`config.mk`:
```
export PLATFORM = sky130hd
export DESIGN_NAME = pipeline_hazard_controller
export DESIGN_NICKNAME = d
export VERILOG_FILES = /design/src/rtl/pipeline_hazard_controller.sv
export SDC_FILE = /design/constraint.sdc
export NUM_CORES = 1
export LEC_CHECK = 0
export CAP_MARGIN = 20
export CORE_MARGIN = 3
export CORE_UTILIZATION = 45
export DETAILED_ROUTE_END_ITERATION = 8
export GPL_TIMING_DRIVEN = 0
export PLACE_DENSITY = 0.79
export SYNTH_ARGS = -nofsm -noshare
export SYNTH_HDL_FRONTEND = slang
export SYNTH_SLANG_ARGS = --single-unit
```
`constraint.sdc`:
```
create_clock -name clk -period 2 [get_ports clk]
set_clock_uncertainty 0.05 [all_clocks]
set_input_delay 0.4 -clock clk [delete_from_list [all_inputs] [get_ports clk]]
set_output_delay 0.4 -clock clk [all_outputs]
set_load 0.005 [all_outputs]
```
`src/rtl/pipeline_hazard_controller.sv`:
```
// Stall/flush sequencer for the 5-stage pipeline: load-use bubbles, redirect flushes,
// memory-wait freeze, with saturating stall/flush performance counters.
module pipeline_hazard_controller #(
  parameter int LOAD_STALL_CYCLES = 1,
  parameter int FLUSH_CYCLES      = 1,
  parameter int CNT_WIDTH         = 16
) (
  input  logic                 clk,
  input  logic                 reset,
  input  logic [4:0]           id_rs_i,
  input  logic [4:0]           id_rt_i,
  input  logic                 id_uses_rt_i,
  input  logic                 ex_mem_read_i,
  input  logic [4:0]           ex_rt_i,
  input  logic                 redirect_i,
  input  logic                 mem_busy_i,
  output logic                 pc_disenable_o,
  output logic                 ifid_disenable_o,
  output logic                 idex_disenable_o,
  output logic                 exmem_disenable_o,
  output logic                 ifid_flush_o,
  output logic                 idex_flush_o,
  output logic [CNT_WIDTH-1:0] stall_cycles_o,
  output logic [CNT_WIDTH-1:0] flush_count_o
);

  typedef enum logic [1:0] {
    RUN   = 2'd0,
    STALL = 2'd1,
    FLUSH = 2'd2
  } state_t;

  localparam logic [3:0] LOAD_RELOAD  = 4'(LOAD_STALL_CYCLES - 1);
  localparam logic [3:0] FLUSH_RELOAD = 4'(FLUSH_CYCLES - 1);
  localparam logic [CNT_WIDTH-1:0] CNT_MAX = '1;

  state_t     state_reg, state_next;
  logic [3:0] cnt_reg, cnt_next;
  logic       flush_inc;
  logic       load_use;

  logic [CNT_WIDTH-1:0] stall_cycles_reg, flush_count_reg;

  assign load_use = ex_mem_read_i && (ex_rt_i != 5'd0) &&
                    ((ex_rt_i == id_rs_i) || (id_uses_rt_i && (ex_rt_i == id_rt_i)));

  always_comb begin
    pc_disenable_o    = 1'b0;
    ifid_disenable_o  = 1'b0;
    idex_disenable_o  = 1'b0;
    exmem_disenable_o = 1'b0;
    ifid_flush_o      = 1'b0;
    idex_flush_o      = 1'b0;
    flush_inc         = 1'b0;
    state_next        = state_reg;
    cnt_next          = cnt_reg;

    if (reset) begin
      state_next = RUN;
      cnt_next   = 4'd0;
    end else if (mem_busy_i) begin
      // Freeze: every stage holds and the sequencer itself holds too.
      pc_disenable_o    = 1'b1;
      ifid_disenable_o  = 1'b1;
      idex_disenable_o  = 1'b1;
      exmem_disenable_o = 1'b1;
    end else if (redirect_i) begin
      ifid_flush_o = 1'b1;
      flush_inc    = 1'b1;
      if (FLUSH_CYCLES > 1) begin
        state_next = FLUSH;
        cnt_next   = FLUSH_RELOAD;
      end else begin
        state_next = RUN;
        cnt_next   = 4'd0;
      end
    end else begin
      case (state_reg)
        RUN: begin
          if (load_use) begin
            pc_disenable_o   = 1'b1;
            ifid_disenable_o = 1'b1;
            idex_flush_o     = 1'b1;
            if (LOAD_STALL_CYCLES > 1) begin
              state_next = STALL;
              cnt_next   = LOAD_RELOAD;
            end
          end
        end
        STALL: begin
          pc_disenable_o   = 1'b1;
          ifid_disenable_o = 1'b1;
          idex_flush_o     = 1'b1;
          cnt_next         = cnt_reg - 4'd1;
          if (cnt_reg <= 4'd1) state_next = RUN;
        end
        FLUSH: begin
          ifid_flush_o = 1'b1;
          cnt_next     = cnt_reg - 4'd1;
          if (cnt_reg <= 4'd1) state_next = RUN;
        end
        default: begin
          state_next = RUN;
          cnt_next   = 4'd0;
        end
      endcase
    end
  end

  always_ff @(posedge clk) begin
    if (reset) begin
      state_reg        <= RUN;
      cnt_reg          <= 4'd0;
      stall_cycles_reg <= '0;
      flush_count_reg  <= '0;
    end else begin
      state_reg <= state_next;
      cnt_reg   <= cnt_next;
      if (pc_disenable_o && (stall_cycles_reg != CNT_MAX))
        stall_cycles_reg <= stall_cycles_reg + 1'b1;
      if (flush_inc && (flush_count_reg != CNT_MAX))
        flush_count_reg <= flush_count_reg + 1'b1;
    end
  end

  assign stall_cycles_o = stall_cycles_reg;
  assign flush_count_o  = flush_count_reg;

endmodule

```
==> results by group <==
Status
  – Status: complete, but fails checks
  – Violated checks: negative setup slack

Layout
  – Fin area: 2600 µm²
  – Leading cell type in the layout, fill and taps excluded: clkdlybuf4s50_1
  – Layout cells sized above 1: 18.2%
  – Area Overhead vs Synth: 47.1%
  – # nets final: 298
  – Diodes inserted: 0
  – Finished Layout Cells: 323
  – Layout Utilization: 69.9%
  – Commonest non-fill, non-tap cells in the layout: clkdlybuf4s50_1, dfxtp_1, nor2_1

Drt
  – Drt pass-1 iters: 5
  – Routed via count: 1,760
  – Initial DRC count: 94
  – Vias per inst: 5.45
  – Final ANT Viol Nets: 0
  – Total routed wirelength: 4480 µm
  – Residual DRC count: 0
  – Routed len/inst: 13.9 µm

Floorplan
  – Die area: 4710 µm²
  – Die Y: 68.6 µm
  – Initial Utilization: 47.5%
  – Io pins: 59
  – Row Count: 22
  – Die width: 68.6 µm
  – Core area: 3720 µm²

STA
  – Hold Vio Cnt, Final: 0
  – Tcrit/Tclk final: 102%
  – Period minus WS final: 2.04 ns
  – RSZ-0062 raised after global routing: true
  – Worst-margin pin slew: 0.479 ns
  – Max-slew violations: 0
  – Rel. slew slack: 68.1%
  – Maximum clock rate: 491 MHz
  – Endpoints failing setup: 2
  – Final WS setup: -0.0365 ns

Placement
  – Port bufs: 57
  – Post-DP HPWL: 3260 µm
  – Placed cell count: 310
  – Routability cong.: 0.814
  – Placed Area: 2400 µm²

Global route
  – First-pass GRT wire length: 7510 µm
  – Initial antenna violation count: 0
  – Gr usage total: 20.8%
  – Vias in the first global route: 1,703
  – Largest net degree at the start of global routing: 11
  – Grt total ovfl: 0

Clock tree
  – Num CTS Buffers: 5
  – H-tree levels: 2
  – CTS tree: yes
  – Clk slew on worst S/H paths: 0.07 ns
  – CTS root buffer: clkbuf_8
  – CTS Sinks: 32
  – Clk_lat worst skew: 0.28 ns
  – Max Root-Sink Buffers: 2

Setup path
  – Critical path required time: 1.55 ns
  – Setup slack, reg-to-reg: 0.11 ns
  – Worst-path cell chain: buf_8 -> or4_4 -> nor2_4 -> nor4b_4 -> nand2_2 -> nand2_2 -> buf_4 -> buf_6
  – WP depth: 8
  – Slowest library cell on the worst path: or4_4
  – Worst Reg-to-Reg Cells: 5
  – R2R Path Start: stall_cycles_o[4]
  – Worst EP arrival: 1.59 ns
  – CP dominant cell by count: nand2_2
  – Crit. End Element: output port
  – Delay-heaviest family, CP: simple AND/OR/NAND/NOR gates
  – R2r endpoint: stall_cycles_o[13]
  – WP buf/inv: 3
  – Worst Setup Start Kind: input port
  – Critical Path Max Stage Delay: 0.53 ns
  – Critical path class: in -> out
  – CP Max Fanout: 2

Logic synthesis
  – Top_reg_cell synth: dfxtp_1
  – Syn Area/Cell: 8.61 µm²
  – Synth cell types: 35
  – Register area share after synthesis: 36.3%
  – Synth Net Count: 228
  – Number of synthesized flops with an enable pin: 0
  – Synth warn: 0
  – Synthesized instance count: 205
  – FFs w/ async S/R, synth: 0%
  – Netlist Area Pre-Place: 1770 µm²
  – Seq cells post-synth: 32

Power
  – Power density cells: 517 nW/µm²
  – Peak VDD IR: 0.383 mV
  – Leak: 0.966 nW

Flow run
  – Maximum Capacitance Violations: 0

Hold path
  – Worst Hold Class: in -> reg
  – Hold Crit Start: reset
  – Worst hold path stage count: 2
  – Worst Hold End: stall_cycles_o[12]
## what timing repair did
action | 4_1_cts | 5_1_grt
gates resized for setup | 64 | 14
endpoints found under the setup margin | 22 | 20
hold buffers | 0 | 0
buffers inserted | 6 | 1
pin swaps | 20 | 7
## stage by stage
step / worst slack (ns) / setup TNS [ns] / power [mW] / hold slack [ns]
3_5_place_dp: -0.858 / -12.09 / 0.812 / 0.468
2_1_floorplan: 0.128 / 0 / 0.733 / 0.439
6_report: -0.0365 / -0.0723 / 1.34 / 0.311
4_1_cts: -0.0590 / -0.133 / 1.35 / 0.305
3_3_place_gp: -0.847 / -11.70 / 0.810 / 0.446
5_1_grt: -0.0840 / -0.268 / 1.39 / 0.324
## Yosys cell counts (2+ instances only)
cell / number / area share [%]
a21oi_1: 16 / 4.5
and2_1: 2 / 0.71
and3_1: 4 / 1.4
and4_1: 2 / 0.99
and4_4: 2 / 1.3
buf_4: 3 / 1.3
buf_6: 2 / 1.3
clkbuf_1: 3 / 0.64
dfxtp_1: 32 / 36
ha_1: 2 / 1.4
inv_1: 5 / 1.1
nand2_1: 16 / 3.4
nand2b_1: 2 / 0.71
nand3_1: 10 / 2.8
nand4_1: 14 / 5.0
nor2_1: 20 / 4.3
nor3_1: 2 / 0.57
o21ai_0: 3 / 0.85
o21ai_1: 8 / 2.3
o31ai_1: 5 / 2.1
or3_1: 9 / 3.2
or4_1: 6 / 2.6
xnor2_1: 14 / 6.9
xor2_1: 12 / 6.0
## how the worst max path moves through the flow
| stage | endpoint | from | slack (ns) |
|---|---|---|---|
| 2_1_floorplan | pc_disenable_o | ex_rt_i[1] | 0.13 |
| 3_3_place_gp | pc_disenable_o | ex_rt_i[1] | -0.85 |
| 3_5_place_dp | pc_disenable_o | ex_rt_i[1] | -0.86 |
| 4_1_cts | ifid_disenable_o | ex_rt_i[4] | -0.06 |
| 5_1_grt | ifid_disenable_o | ex_rt_i[4] | -0.08 |
| 6_report | ifid_disenable_o | ex_rt_i[4] | -0.04 |
## flip-flops by register name, summed over array words and instances (netlist names)
signal          cells
stall_cycles_o     16
flush_count_o      16
## logic make-up (layout without fill, tap and decap cells)
group / after synthesis / after routing / share of synthesized area (%)
AND/OR/NAND/NOR: 94 / 94 / 31.3
AO/OA/AOI/OAI: 37 / 37 / 13.3
flip-flops: 32 / 32 / 36.3
XOR/XNOR: 26 / 26 / 12.9
buffers and inverters: 13 / 83 / 4.25
adder cells (fa/ha/maj): 2 / 2 / 1.42
multiplexers: 1 / 1 / 0.567
## where the power goes
part | switching, mW | total [mW] | internal, mW
combinational | 0.0735 | 0.162 | 0.0880
clock | 0.226 | 0.532 | 0.306
sequential | 0.00665 | 0.649 | 0.643
total | 0.306 | 1.34 | 1.04
## layer usage
layer / track usage (%) / wire [µm] / vias up
met5: 0 / 0 / -
met4: 5.21 / 56 / 0
met3: 5.67 / 226 / 9
met2: 35.6 / 2230 / 47
met1: 25.6 / 1970 / 826
li1: - / - / 878
## area by class of cell
| type | count | area [µm²] |
|---|---|---|
| clock buffer | 7 | 96.3 |
| timing repair buffer | 63 | 599 |
| fill | 306 | 1120 |
| inverter | 5 | 18.8 |
| buffer | 8 | 56.3 |
| sequential | 32 | 644 |
| multi-input combinational | 160 | 1120 |
| tap | 48 | 60.1 |
## worst reg2reg max path: stages (launching register included)
cell	delay, ns
dfxtp_1	0.41
and4_4	0.27
and4_4	0.28
nand4b_4	0.15
or4_1	0.53
a21oi_1	0.14
(Power assumes the default switching activity.)
